`src/rtl/xmpl_sram_burst_master_pkg.sv`:
```
`default_nettype none
// ============================================================================
//  Package : xmpl_sram_pkg
//  Purpose : Shared types and constants for the SRAM burst master:
//            FSM state encoding, read/write encoding, response buffer depth,
//            SRAM read latency and default bus widths.
//  Revision: 1.0 - initial release
// ============================================================================
package xmpl_sram_pkg;

  localparam int ADDR_W_DEF = 12;
  localparam int DATA_W_DEF = 32;
  localparam int LEN_W_DEF  = 4;

  localparam logic RW_READ  = 1'b0;
  localparam logic RW_WRITE = 1'b1;

  // Response FIFO depth; also the read credit limit (buffered + in flight).
  localparam int RSP_DEPTH   = 4;
  // Cycles from the en_sram cycle to the cycle sram_data_i is valid.
  localparam int SRAM_RD_LAT = 1;

  typedef enum logic [1:0] {
    ST_IDLE  = 2'd0,
    ST_WRITE = 2'd1,
    ST_READ  = 2'd2,
    ST_DRAIN = 2'd3
  } mst_state_t;

endpackage
`default_nettype wire

```
`src/rtl/xmpl_sram_burst_master_if.sv`:
```
`default_nettype none
// ============================================================================
//  Interface : xmpl_sram_burst_master_if
//  Purpose   : Bundles the client-side command / write / read-response
//              streams, the status pulses and the SRAM pin-level signals.
//  Modports  : master - the burst master (drives ready/response/SRAM pins)
//              slave  - the client plus SRAM macro side
//  Revision  : 1.0 - initial release
// ============================================================================
interface xmpl_sram_burst_master_if #(
  parameter int ADDR_W = xmpl_sram_pkg::ADDR_W_DEF,
  parameter int DATA_W = xmpl_sram_pkg::DATA_W_DEF,
  parameter int LEN_W  = xmpl_sram_pkg::LEN_W_DEF
);

  // command stream
  logic              cmd_valid_i;
  logic              cmd_ready_o;
  logic              cmd_rw_i;
  logic [ADDR_W-1:0] cmd_addr_i;
  logic [LEN_W-1:0]  cmd_len_i;
  // write-data stream
  logic              wr_valid_i;
  logic              wr_ready_o;
  logic [DATA_W-1:0] wr_data_i;
  // read-response stream
  logic              rd_valid_o;
  logic              rd_ready_i;
  logic [DATA_W-1:0] rd_data_o;
  logic              rd_last_o;
  // status
  logic              done_o;
  logic              err_o;
  logic              busy_o;
  // SRAM pins
  logic              en_sram_o;
  logic [ADDR_W-1:0] sram_addr_o;
  logic              sram_rw_o;
  logic [DATA_W-1:0] sram_data_o;
  logic [DATA_W-1:0] sram_data_i;

  modport master (
    input  cmd_valid_i, cmd_rw_i, cmd_addr_i, cmd_len_i,
    input  wr_valid_i, wr_data_i,
    input  rd_ready_i,
    input  sram_data_i,
    output cmd_ready_o, wr_ready_o,
    output rd_valid_o, rd_data_o, rd_last_o,
    output done_o, err_o, busy_o,
    output en_sram_o, sram_addr_o, sram_rw_o, sram_data_o
  );

  modport slave (
    output cmd_valid_i, cmd_rw_i, cmd_addr_i, cmd_len_i,
    output wr_valid_i, wr_data_i,
    output rd_ready_i,
    output sram_data_i,
    input  cmd_ready_o, wr_ready_o,
    input  rd_valid_o, rd_data_o, rd_last_o,
    input  done_o, err_o, busy_o,
    input  en_sram_o, sram_addr_o, sram_rw_o, sram_data_o
  );

endinterface
`default_nettype wire

```
`src/rtl/xmpl_sram_burst_master_rsp_fifo.sv`:
```
`default_nettype none
// ============================================================================
//  Module  : xmpl_sram_rsp_fifo
//  Purpose : RSP_DEPTH-entry synchronous FIFO holding {last, data} read beats
//            between the SRAM capture point and the response stream.
//  Ports   : clk_i, reset_i (async, active-high)
//            push_i/push_last_i/push_data_i - write side
//            pop_i                          - read side (ignored when empty)
//            valid_o/data_o/last_o          - head entry, zero when empty
//            count_o                        - number of stored entries
//  Revision: 1.0 - initial release
// ============================================================================
module xmpl_sram_rsp_fifo
  import xmpl_sram_pkg::*;
#(
  parameter int DATA_W = DATA_W_DEF
) (
  input  logic                            clk_i,
  input  logic                            reset_i,
  input  logic                            push_i,
  input  logic                            push_last_i,
  input  logic [DATA_W-1:0]               push_data_i,
  input  logic                            pop_i,
  output logic                            valid_o,
  output logic [DATA_W-1:0]               data_o,
  output logic                            last_o,
  output logic [$clog2(RSP_DEPTH):0]      count_o
);

  localparam int PTR_W = $clog2(RSP_DEPTH);

  logic [DATA_W:0]  mem [RSP_DEPTH];
  logic [PTR_W-1:0] wr_ptr;
  logic [PTR_W-1:0] rd_ptr;
  logic [PTR_W:0]   count;
  logic             do_push;
  logic             do_pop;

  assign do_push = push_i && (count != (PTR_W+1)'(RSP_DEPTH));
  assign do_pop  = pop_i  && (count != '0);

  always_ff @(posedge clk_i or posedge reset_i) begin
    if (reset_i) begin
      wr_ptr <= '0;
      rd_ptr <= '0;
      count  <= '0;
      for (int i = 0; i < RSP_DEPTH; i++) begin
        mem[i] <= '0;
      end
    end else begin
      if (do_push) begin
        mem[wr_ptr] <= {push_last_i, push_data_i};
        wr_ptr      <= wr_ptr + PTR_W'(1);
      end
      if (do_pop) begin
        rd_ptr <= rd_ptr + PTR_W'(1);
      end
      case ({do_push, do_pop})
        2'b10:   count <= count + (PTR_W+1)'(1);
        2'b01:   count <= count - (PTR_W+1)'(1);
        default: count <= count;
      endcase
    end
  end

  assign valid_o = (count != '0);
  assign data_o  = valid_o ? mem[rd_ptr][DATA_W-1:0] : '0;
  assign last_o  = valid_o & mem[rd_ptr][DATA_W];
  assign count_o = count;

endmodule
`default_nettype wire

```
`src/rtl/xmpl_sram_burst_master.sv`:
```
`default_nettype none
// ============================================================================
//  Module  : xmpl_sram_burst_master
//  Purpose : Burst initiator for a single-port SRAM. Accepts read/write burst
//            commands, streams write beats to the SRAM and returns read beats
//            through a credit-limited response FIFO.
//  Ports   : clk_i   - clock, rising edge
//            reset_i - asynchronous active-high reset
//            bus     - xmpl_sram_burst_master_if.master (command, write data,
//                      read response, status pulses, SRAM pins)
//  Options : XMPL_SRAM_MST_BOUNDARY_CHK_EN - when defined, commands whose
//            last address passes 2^ADDR_W-1 are accepted but not executed and
//            err_o/done_o pulse together; otherwise addresses wrap and err_o
//            is held at 0.
//  Revision: 1.0 - initial release
// ============================================================================
module xmpl_sram_burst_master
  import xmpl_sram_pkg::*;
#(
  parameter int ADDR_W = ADDR_W_DEF,
  parameter int DATA_W = DATA_W_DEF,
  parameter int LEN_W  = LEN_W_DEF
) (
  input  logic                     clk_i,
  input  logic                     reset_i,
  xmpl_sram_burst_master_if.master bus
);

  localparam int CNT_W = $clog2(RSP_DEPTH) + 1;

  // control state
  mst_state_t        state, state_nxt;
  logic [ADDR_W-1:0] addr_q, addr_nxt;
  logic [LEN_W-1:0]  cnt_q, cnt_nxt;
  logic [LEN_W-1:0]  len_q, len_nxt;
  logic              rw_q, rw_nxt;
  logic              err_q, err_nxt;

  // beat decided this cycle, presented on the SRAM pins next cycle
  logic              issue;
  logic              issue_last;
  logic              issue_rw;
  logic [ADDR_W-1:0] issue_addr;

  // registered SRAM pins
  logic              en_q;
  logic              en_last_q;
  logic [ADDR_W-1:0] sram_addr_q;
  logic              sram_rw_q;
  logic [DATA_W-1:0] sram_data_q;

  // read capture pipeline: one bit per cycle between en and data valid
  logic [SRAM_RD_LAT-1:0] pipe_vld;
  logic [SRAM_RD_LAT-1:0] pipe_last;

  // handshakes / status
  logic cmd_ready;
  logic wr_ready;
  logic done;
  logic bound_err;
  logic credit;
  logic en_rd;

  // response FIFO
  logic              fifo_valid;
  logic              fifo_last;
  logic [DATA_W-1:0] fifo_data;
  logic [CNT_W-1:0]  fifo_count;
  logic              pop;
  logic [CNT_W:0]    inflight;

`ifdef XMPL_SRAM_MST_BOUNDARY_CHK_EN
  // One extra bit catches any burst whose last beat passes the top address.
  logic [ADDR_W:0] end_addr;
  assign end_addr  = {1'b0, bus.cmd_addr_i} + (ADDR_W+1)'(bus.cmd_len_i);
  assign bound_err = end_addr[ADDR_W];
`else
  assign bound_err = 1'b0;
`endif

  // Credit covers FIFO entries plus beats still on their way from the SRAM,
  // so a beat is only issued when a FIFO slot is guaranteed for it.
  assign en_rd    = en_q && (sram_rw_q == RW_READ);
  assign inflight = (CNT_W+1)'(fifo_count) + (CNT_W+1)'(en_rd)
                  + (CNT_W+1)'($countones(pipe_vld));
  assign credit   = inflight < (CNT_W+1)'(RSP_DEPTH);
  assign pop      = fifo_valid && bus.rd_ready_i;

  always_comb begin
    state_nxt  = state;
    addr_nxt   = addr_q;
    cnt_nxt    = cnt_q;
    len_nxt    = len_q;
    rw_nxt     = rw_q;
    err_nxt    = err_q;
    issue      = 1'b0;
    issue_addr = addr_q;
    issue_rw   = rw_q;
    issue_last = (cnt_q == len_q);
    cmd_ready  = 1'b0;
    wr_ready   = 1'b0;
    done       = 1'b0;

    case (state)
      ST_IDLE: begin
        // The first beat is issued in the acceptance cycle so that the SRAM
        // sees it one cycle later; a write needs its data in that cycle too.
        cmd_ready  = 1'b1;
        issue_addr = bus.cmd_addr_i;
        issue_rw   = bus.cmd_rw_i;
        issue_last = (bus.cmd_len_i == '0);
        wr_ready   = bus.cmd_valid_i && (bus.cmd_rw_i == RW_WRITE) && !bound_err;
        if (bus.cmd_valid_i) begin
          len_nxt  = bus.cmd_len_i;
          rw_nxt   = bus.cmd_rw_i;
          err_nxt  = bound_err;
          addr_nxt = bus.cmd_addr_i;
          cnt_nxt  = '0;
          if (bound_err) begin
            state_nxt = ST_DRAIN;
          end else begin
            issue = (bus.cmd_rw_i == RW_WRITE) ? bus.wr_valid_i : credit;
            if (issue) begin
              addr_nxt = bus.cmd_addr_i + ADDR_W'(1);
              cnt_nxt  = LEN_W'(1);
            end
            if (issue && issue_last) begin
              state_nxt = ST_DRAIN;
            end else begin
              state_nxt = (bus.cmd_rw_i == RW_WRITE) ? ST_WRITE : ST_READ;
            end
          end
        end
      end

      ST_WRITE, ST_READ: begin
        wr_ready = (state == ST_WRITE);
        issue    = (state == ST_WRITE) ? bus.wr_valid_i : credit;
        if (issue) begin
          addr_nxt = addr_q + ADDR_W'(1);
          cnt_nxt  = cnt_q + LEN_W'(1);
          if (issue_last) begin
            state_nxt = ST_DRAIN;
          end
        end
      end

      ST_DRAIN: begin
        // Writes and rejected commands complete here in one cycle; reads
        // complete when the final beat leaves the FIFO.
        if ((rw_q == RW_WRITE) || err_q) begin
          done      = 1'b1;
          state_nxt = ST_IDLE;
        end else if (pop && fifo_last) begin
          done      = 1'b1;
          state_nxt = ST_IDLE;
        end
      end

      default: state_nxt = ST_IDLE;
    endcase
  end

  always_ff @(posedge clk_i or posedge reset_i) begin
    if (reset_i) begin
      state       <= ST_IDLE;
      addr_q      <= '0;
      cnt_q       <= '0;
      len_q       <= '0;
      rw_q        <= RW_READ;
      err_q       <= 1'b0;
      en_q        <= 1'b0;
      en_last_q   <= 1'b0;
      sram_addr_q <= '0;
      sram_rw_q   <= RW_READ;
      sram_data_q <= '0;
      pipe_vld    <= '0;
      pipe_last   <= '0;
    end else begin
      state  <= state_nxt;
      addr_q <= addr_nxt;
      cnt_q  <= cnt_nxt;
      len_q  <= len_nxt;
      rw_q   <= rw_nxt;
      err_q  <= err_nxt;
      en_q   <= issue;
      if (issue) begin
        sram_addr_q <= issue_addr;
        sram_rw_q   <= issue_rw;
        en_last_q   <= issue_last;
        if (issue_rw == RW_WRITE) begin
          sram_data_q <= bus.wr_data_i;
        end
      end
      pipe_vld[0]  <= en_rd;
      pipe_last[0] <= en_last_q;
      for (int i = 1; i < SRAM_RD_LAT; i++) begin
        pipe_vld[i]  <= pipe_vld[i-1];
        pipe_last[i] <= pipe_last[i-1];
      end
    end
  end

  xmpl_sram_rsp_fifo #(
    .DATA_W (DATA_W)
  ) u_rsp_fifo (
    .clk_i       (clk_i),
    .reset_i     (reset_i),
    .push_i      (pipe_vld[SRAM_RD_LAT-1]),
    .push_last_i (pipe_last[SRAM_RD_LAT-1]),
    .push_data_i (bus.sram_data_i),
    .pop_i       (pop),
    .valid_o     (fifo_valid),
    .data_o      (fifo_data),
    .last_o      (fifo_last),
    .count_o     (fifo_count)
  );

  // Ready outputs are combinational from state; gate them so they read 0
  // for the whole time reset is held.
  assign bus.cmd_ready_o = cmd_ready && !reset_i;
  assign bus.wr_ready_o  = wr_ready && !reset_i;
  assign bus.rd_valid_o  = fifo_valid;
  assign bus.rd_data_o   = fifo_data;
  assign bus.rd_last_o   = fifo_last;
  assign bus.done_o      = done;
  assign bus.busy_o      = (state != ST_IDLE);
  assign bus.en_sram_o   = en_q;
  assign bus.sram_addr_o = sram_addr_q;
  assign bus.sram_rw_o   = sram_rw_q;
  assign bus.sram_data_o = sram_data_q;

`ifdef XMPL_SRAM_MST_BOUNDARY_CHK_EN
  assign bus.err_o = done && err_q;
`else
  assign bus.err_o = 1'b0;
`endif

endmodule
`default_nettype wire

```
`src/flat_wrapper.sv`:
```
// flat-port wrapper written by rule: the top's interface ports become plain ports
module xmpl_sram_burst_master_flat import xmpl_sram_pkg::*;
#(
  parameter int ADDR_W = ADDR_W_DEF,
  parameter int DATA_W = DATA_W_DEF,
  parameter int LEN_W  = LEN_W_DEF
)
  (clk_i, reset_i, bus_cmd_valid_i, bus_cmd_rw_i, bus_cmd_addr_i, bus_cmd_len_i, bus_wr_valid_i, bus_wr_data_i, bus_rd_ready_i, bus_sram_data_i, bus_cmd_ready_o, bus_wr_ready_o, bus_rd_valid_o, bus_rd_data_o, bus_rd_last_o, bus_done_o, bus_err_o, bus_busy_o, bus_en_sram_o, bus_sram_addr_o, bus_sram_rw_o, bus_sram_data_o);
  xmpl_sram_burst_master_if #(.ADDR_W(ADDR_W), .DATA_W(DATA_W), .LEN_W(LEN_W)) bus_i ();
  input  logic clk_i;
  input  logic reset_i;
  input wire logic [$bits(bus_i.cmd_valid_i)-1:0] bus_cmd_valid_i;
  input wire logic [$bits(bus_i.cmd_rw_i)-1:0] bus_cmd_rw_i;
  input wire logic [$bits(bus_i.cmd_addr_i)-1:0] bus_cmd_addr_i;
  input wire logic [$bits(bus_i.cmd_len_i)-1:0] bus_cmd_len_i;
  input wire logic [$bits(bus_i.wr_valid_i)-1:0] bus_wr_valid_i;
  input wire logic [$bits(bus_i.wr_data_i)-1:0] bus_wr_data_i;
  input wire logic [$bits(bus_i.rd_ready_i)-1:0] bus_rd_ready_i;
  input wire logic [$bits(bus_i.sram_data_i)-1:0] bus_sram_data_i;
  output wire logic [$bits(bus_i.cmd_ready_o)-1:0] bus_cmd_ready_o;
  output wire logic [$bits(bus_i.wr_ready_o)-1:0] bus_wr_ready_o;
  output wire logic [$bits(bus_i.rd_valid_o)-1:0] bus_rd_valid_o;
  output wire logic [$bits(bus_i.rd_data_o)-1:0] bus_rd_data_o;
  output wire logic [$bits(bus_i.rd_last_o)-1:0] bus_rd_last_o;
  output wire logic [$bits(bus_i.done_o)-1:0] bus_done_o;
  output wire logic [$bits(bus_i.err_o)-1:0] bus_err_o;
  output wire logic [$bits(bus_i.busy_o)-1:0] bus_busy_o;
  output wire logic [$bits(bus_i.en_sram_o)-1:0] bus_en_sram_o;
  output wire logic [$bits(bus_i.sram_addr_o)-1:0] bus_sram_addr_o;
  output wire logic [$bits(bus_i.sram_rw_o)-1:0] bus_sram_rw_o;
  output wire logic [$bits(bus_i.sram_data_o)-1:0] bus_sram_data_o;
  assign bus_i.cmd_valid_i = bus_cmd_valid_i;
  assign bus_i.cmd_rw_i = bus_cmd_rw_i;
  assign bus_i.cmd_addr_i = bus_cmd_addr_i;
  assign bus_i.cmd_len_i = bus_cmd_len_i;
  assign bus_i.wr_valid_i = bus_wr_valid_i;
  assign bus_i.wr_data_i = bus_wr_data_i;
  assign bus_i.rd_ready_i = bus_rd_ready_i;
  assign bus_i.sram_data_i = bus_sram_data_i;
  assign bus_cmd_ready_o = bus_i.cmd_ready_o;
  assign bus_wr_ready_o = bus_i.wr_ready_o;
  assign bus_rd_valid_o = bus_i.rd_valid_o;
  assign bus_rd_data_o = bus_i.rd_data_o;
  assign bus_rd_last_o = bus_i.rd_last_o;
  assign bus_done_o = bus_i.done_o;
  assign bus_err_o = bus_i.err_o;
  assign bus_busy_o = bus_i.busy_o;
  assign bus_en_sram_o = bus_i.en_sram_o;
  assign bus_sram_addr_o = bus_i.sram_addr_o;
  assign bus_sram_rw_o = bus_i.sram_rw_o;
  assign bus_sram_data_o = bus_i.sram_data_o;
  xmpl_sram_burst_master #(.ADDR_W(ADDR_W), .DATA_W(DATA_W), .LEN_W(LEN_W)) u_core (.clk_i(clk_i), .reset_i(reset_i), .bus(bus_i));
endmodule
```
`config.mk`:
```
export PLATFORM = sky130hd
export DESIGN_NAME = xmpl_sram_burst_master_flat
export DESIGN_NICKNAME = d
export VERILOG_FILES = /design/src/rtl/xmpl_sram_burst_master_pkg.sv /design/src/rtl/xmpl_sram_burst_master_if.sv /design/src/rtl/xmpl_sram_burst_master_rsp_fifo.sv /design/src/rtl/xmpl_sram_burst_master.sv /design/src/flat_wrapper.sv
export SDC_FILE = /design/constraint.sdc
export NUM_CORES = 1
export LEC_CHECK = 0
export ABC_AREA = 1
export CORE_MARGIN = 3
export CORE_UTILIZATION = 30
export DETAILED_ROUTE_END_ITERATION = 10
export SYNTH_ARGS = -nofsm -noshare
export SYNTH_HDL_FRONTEND = slang
export SYNTH_SLANG_ARGS = --single-unit
```
`constraint.sdc`:
```
create_clock -name clk_i -period 6.3 [get_ports clk_i]
set_input_delay 0.63 -clock clk_i [delete_from_list [all_inputs] [get_ports clk_i]]
set_output_delay 0.63 -clock clk_i [all_outputs]
set_load 0.005 [all_outputs]
```
==> impl_metrics.json, run 1 <==
{
  "status": "finished, final reports clean",
  "fp.coreArea_um2": 33800,
  "dp_hpwl_um": 17600,
  "pin_count": 171,
  "overflow": 0,
  "antenna_found_initial": 1,
  "finalSetupViolCount": 0,
  "layout-drive-gt1-share_pct": 9.94,
  "place_congestion": 0.817,
  "tightest_slew_ns": 1.15,
  "hold_class": "reg2reg",
  "mostFrequentLayoutCell": "nand2_1",
  "yosysUniqueCellTypes": 32,
  "n_fill_cell": 3405,
  "final.period_utilization_pct": 68.5,
  "die_w_um": 192,
  "post-cts-setup-buffers": 0,
  "cts_hold_buf": 0,
  "syn_area_um2": 10400,
  "yosys_warnings": 0,
  "dieArea_um2": 36800,
  "die_h_um": 192,
  "syn_inst": 1206,
  "syn_avg_cell_area_um2": 8.58,
  "cts.sinks": 211,
  "ir_drop_uv": 261,
  "multiInputGateArea_um2": 4300,
  "synth_nets": 1305,
  "worstSkewPairLatency_ns": 0.52,
  "cts_buffer_depth": 3,
  "grt_first_pass_wirelength_um": 45100,
  "start_kind": "register",
  "synth-main-ff-cell": "dfrtp_1",
  "postCtsResizedCells": 0,
  "final_cell_mix": "nand2_1, dfrtp_1, clkdlybuf4s50_1",
  "first_global_vias": 8526,
  "finalPower_uw": 7430,
  "post-route-min-period_ns": 4.32,
  "rows": 67,
  "synth_edf_count": 0,
  "fin_skew_ns": 0.0124,
  "detail-route-antenna-nets": 0,
  "arrival_ns": 3.69,
  "syn2layout_area_growth_pct": 28.6,
  "nets": 1439,
  "drtIter0Drc": 532,
  "cts_buffers": 26,
  "avgViaCountPerCell": 4.71,
  "clkTransAtPathRegs_ns": 0.06,
  "cts_tree": "done",
  "vias": 8508,
  "hold_violations": 0,
  "grt_use_total_pct": 15.0,
  "tns_ns": 0,
  "maxSlewHeadroom_pct": 23.0,
  "start_util_pct": 30.6,
  "worstSetupEndpointType": "primary output",
  "critPathRequiredTime_ns": 5.67,
  "ys_seq_area_share_pct": 51.0,
  "seq_area_um2": 5280,
  "wl_per_cell_um": 15.2,
  "drt-total-wl_um": 27400,
  "rsz0062_at_grt": "false",
  "fmax_mhz": 232,
  "p_leak_uw": 0.00604,
  "p_per_area_nw_per_um2": 558,
  "grt_max_degree": 154,
  "synth_async_sr_flop_share_pct": 100,
  "drt_pre_antenna_iters": 5,
  "cts-root-buf": "clkbuf_16",
  "htreeDepth": 1,
  "worstPathMaxFanout": 68,
  "synth-seq-cells": 211,
  "portBuffers": 169,
  "drc": 0,
  "path_class": "reg2out",
  "final_max_slew_viol_count": 0,
  "drv_cap": 0
}
==> final cells by class <==
type                    instances  share of cell area (%)
diodes                          1                  0.0188
well taps                     448                    4.21
clock inverters                14                    1.48
repair buffers                178                    13.3
flip-flops and latches        211                    39.7
clock buffers                  32                    5.59
inverters                     121                    3.44
multi-input cells             802                    32.3
==> metal layers <==
layer | GRT usage, % | share of wire (%) | vias to the layer above
li1 | - | - | 4233
met1 | 19.7 | 44 | 4030
met2 | 25.7 | 48 | 205
met3 | 3.14 | 5.8 | 40
met4 | 2.99 | 2.0 | 0
met5 | 0 | 0 | -
==> worst paths after layout <==
path / cells after the start / startpoint / end / slack, ns
max: 7 / u_core.u_rsp_fifo.rd_ptr[0] / bus_done_o / 1.98
min: 0 / u_core.en_last_q / u_core.pipe_last / 0.38
max reg2reg: 10 / u_core.state[0] / u_core.bus.sram_data_o[25] / 2.76
min reg2reg: 0 / u_core.en_last_q / u_core.pipe_last / 0.38
max in group asynchronous: 4 / reset_i / u_core.u_rsp_fifo.rd_ptr[0] / 4.10
min in group asynchronous: 3 / reset_i / u_core.bus.sram_addr_o[6] / 0.81
==> critical path, cell delays in order, from the launching register on <==
cell and delay (ns):
dfrtp_2 1.11, inv_2 0.75, nand2_1 0.21, nand3_1 0.11
nand2_1 0.09, nand3_1 0.13, a21oi_1 0.17, clkdlybuf4s50_1 0.58
==> synth_stat cells, drive strengths merged (2+ instances only) <==
cell type | number | area (µm²)
buf | 36 | 210
a21oi | 119 | 596
ha | 12 | 150
mux2i | 3 | 30.0
inv | 120 | 450
xor2 | 10 | 87.6
clkbuf | 36 | 136
xnor2 | 7 | 61.3
o21ai | 168 | 841
nor2 | 43 | 166
nand3b | 2 | 15.0
mux2 | 64 | 721
nand3 | 38 | 190
nand2 | 289 | 1090
or2 | 3 | 18.8
dfrtp | 211 | 5280
nand4 | 38 | 238
==> sequential cells by signal, indices dropped and copies added, names as in the netlist, 2 cells and up <==
| signal | flops |
|---|---|
| u_core.u_rsp_fifo.rd_ptr | 2 |
| u_core.addr_q | 12 |
| u_core.u_rsp_fifo.count_o | 3 |
| u_core.u_rsp_fifo.wr_ptr | 2 |
| u_core.len_q | 4 |
| u_core.bus.sram_data_o | 32 |
| u_core.cnt_q | 4 |
| u_core.bus.sram_addr_o | 12 |
| u_core.state | 2 |
| u_core.u_rsp_fifo.mem | 132 |
==> cells by family after synthesis <==
family	share of synthesized area, %
AO/OA/AOI/OAI	14.2
XOR/XNOR	1.44
adder cells (fa/ha/maj)	1.64
buffers and inverters	7.74
flip-flops	51.0
multiplexers	7.25
other	0.0362
AND/OR/NAND/NOR	16.7
==> stage by stage <==
stage | instances | area [µm²] | setup WS [ns] | utilization, % | hold WS [ns]
CTS | 1806 | 13300 | 1.89 | 39.4 | 0.382
global route | 1807 | 13300 | 1.55 | 39.4 | 0.401
global placement | 1760 | 12400 | 2.45 | 36.6 | 0.361
detailed placement | 1760 | 12400 | 2.48 | 36.6 | 0.368
floorplan | 1206 | 10400 | 1.71 | - | 0.354
finish | 1807 | 13300 | 1.98 | 39.4 | 0.377
==> report_power, final <==
| part | switching [µW] | leakage (µW) | total, µW | internal [µW] |
|---|---|---|---|---|
| clock | 585 | 0.000460 | 1590 | 1000 |
| sequential | 383 | 0.00257 | 2420 | 2030 |
| combinational | 1880 | 0.00300 | 3430 | 1550 |
| total | 2840 | 0.00604 | 7430 | 4590 |
Power figures use the tool's default switching activity.
==> run 2: changes to the inputs <==
==> constraint.sdc (replaced) <==
create_clock -name clk_i -period 3.8 [get_ports clk_i]
set_input_delay 0.38 -clock clk_i [delete_from_list [all_inputs] [get_ports clk_i]]
set_output_delay 0.38 -clock clk_i [all_outputs]
set_load 0.005 [all_outputs]
==> run 2 against run 1 <==
Effect of this change: clock skew is 0.0016 ns higher; total power is 65% higher; global-route usage is essentially flat; worst setup slack got worse by 1.4 ns; routed wire length increased by 1.6%; via count is 0.52% higher; worst hold slack got worse by 0.19 ns; cell area is 0.24% lower; sequential cell count is the same; highest routed layer unchanged; sequential power increased by 62%.
==> impl_metrics.json, run 2 (synthesized netlist as in run 1, its figures left out) <==
{
  "status": "finished, final reports clean",
  "fmax_mhz": 309,
  "p_per_area_nw_per_um2": 922,
  "place_congestion": 0.834,
  "critPathCapture": "bus_wr_ready_o",
  "dieArea_um2": 36800,
  "fin_area_um2": 13300,
  "placed_area_um2": 12400,
  "ir_drop_uv": 532,
  "drtIter0Drc": 460,
  "seq_power_share_pct": 31.9,
  "post-cts-setup-buffers": 0,
  "antenna_cells": 0,
  "detail-route-antenna-nets": 0,
  "wl_per_cell_um": 15.3,
  "ff2ff_setup_slack_ns": 0.94,
  "reg2regPathDepth": 10,
  "cts_buffer_depth": 3,
  "p_clk_share_pct": 20.2,
  "drc": 0,
  "power.internal_uw": 7510,
  "regMostFlops": "u_core.u_rsp_fifo.mem",
  "tightest_slew_ns": 1.24,
  "power_switching_uw": 4740,
  "grt_use_total_pct": 15.0,
  "rows": 67,
  "overflow": 0,
  "drt_pre_antenna_iters": 4,
  "combinationalPowerShare_pct": 47.9,
  "htreeDepth": 1,
  "largest_reg_flops": 132,
  "start_util_pct": 30.6,
  "start_kind": "register",
  "avgViaCountPerCell": 4.72,
  "finalSetupViolCount": 0,
  "layout-drive-gt1-share_pct": 9.96,
  "hold_violations": 0,
  "drv_cap": 0,
  "switching_share_pct": 38.7,
  "startpoint": "u_core.state[0]",
  "fp.coreArea_um2": 33800,
  "crit_chain": "inv_1 -> ha_1 -> nand2_2 -> inv_1 -> nand2_1 -> a21oi_1 -> clkdlybuf4s50_1",
  "crit_slowest_cell": "ha_1",
  "cts_hold_buf": 0,
  "cts.sinks": 211,
  "finalPower_uw": 12200,
  "worstReg2RegStart": "u_core.state[0]",
  "tns_ns": 0,
  "worstSkewPairLatency_ns": 0.52,
  "worstSetupEndpointType": "primary output",
  "dp_hpwl_um": 18000,
  "mostFrequentLayoutCell": "nand2_1",
  "rsz0062_at_grt": "false",
  "cts_tree": "done",
  "vias": 8552,
  "arrival_ns": 2.86,
  "drt-total-wl_um": 27800,
  "antenna_found_initial": 0,
  "maxSlewHeadroom_pct": 17.1,
  "hold_class": "in2async",
  "die_h_um": 192,
  "cp_common_cell": "inv_1",
  "die_w_um": 192,
  "path_class": "reg2out",
  "final_max_slew_viol_count": 0,
  "critPathRequiredTime_ns": 3.42,
  "fin_hold_ws_ns": 0.184,
  "cts_buffers": 26,
  "final_cell_mix": "nand2_1, dfrtp_1, clkdlybuf4s50_1",
  "worstPathMaxFanout": 19,
  "grt_first_pass_wirelength_um": 45200,
  "fin_skew_ns": 0.0140,
  "final.period_utilization_pct": 85.3,
  "portBuffers": 169,
  "postCtsResizedCells": 0,
  "cpPeakStageDelay_ns": 0.63,
  "first_global_vias": 8461,
  "p_leak_uw": 0.00603,
  "cts-root-buf": "clkbuf_16",
  "syn2layout_area_growth_pct": 28.3,
  "post-route-min-period_ns": 3.24,
  "pin_count": 171,
  "clkTransAtPathRegs_ns": 0.06,
  "rr_endpoint": "u_core.bus.sram_rw_o",
  "grt_max_degree": 129,
  "nets": 1447
}
run 2: cell count changes in the layout (fill, tap and decap cells not counted), moves of 2 or more:
cell      change
buf_4         +8
clkbuf_8      -4
clkbuf_1      +6
clkinv_4      -2
run 2: routing by layer:
| metal | up-vias | wire length, µm | global-route usage, % |
|---|---|---|---|
| met1 | 4059 | 13100 | 20.5 |
| met4 | 0 | 627 | 3.84 |
| met2 | 206 | 12600 | 24.4 |
| li1 | 4247 | - | - |
| met5 | - | 0 | 0 |
| met3 | 40 | 1500 | 3.08 |
run 2: power groups by stage:
stage	Clock, µW	Sequential, µW	Combinational, µW
CTS	2560	3910	5940
global route	2660	4050	6620
global placement	0	3910	5810
floorplan	0	3840	3580
detailed placement	0	3940	5930
finish	2470	3910	5860
run 2: final cells by class:
class,instances,area (µm²)
clock buffers,34,712
clock inverters,11,140
fillers,3336,20500
inverters,121,458
multi-input cells,802,4300
flip-flops and latches,211,5280
well taps,448,561
repair buffers,186,1830
run 2: how the worst min path moves through the flow:
stage | start | endpoint | slack (ns) | cells past startpoint
floorplan | u_core.en_last_q | u_core.pipe_last | 0.35 | 0
global placement | u_core.en_last_q | u_core.pipe_last | 0.37 | 0
detailed placement | u_core.en_last_q | u_core.pipe_last | 0.38 | 0
CTS | reset_i | u_core.bus.sram_addr_o[5] | 0.16 | 2
global route | reset_i | u_core.bus.sram_addr_o[5] | 0.17 | 2
finish | reset_i | u_core.bus.sram_addr_o[5] | 0.18 | 2
run 2: through the flow:
step                utilization (%)  cells  worst slack [ns]
floorplan                         -   1206            -0.293
global placement               36.8   1768              1.01
detailed placement             36.8   1768             0.920
CTS                            39.3   1813             0.549
global route                   39.3   1813             0.321
finish                         39.3   1813             0.560
run 2: worst max-delay path, delay by kind of cell (launching register included):
kind | cells | cell delay, ns
AO/OA/AOI/OAI | 1 | 0.19
adder cells (fa/ha/maj) | 1 | 0.63
buffers and inverters | 3 | 0.85
flip-flops | 1 | 0.40
AND/OR/NAND/NOR | 2 | 0.26
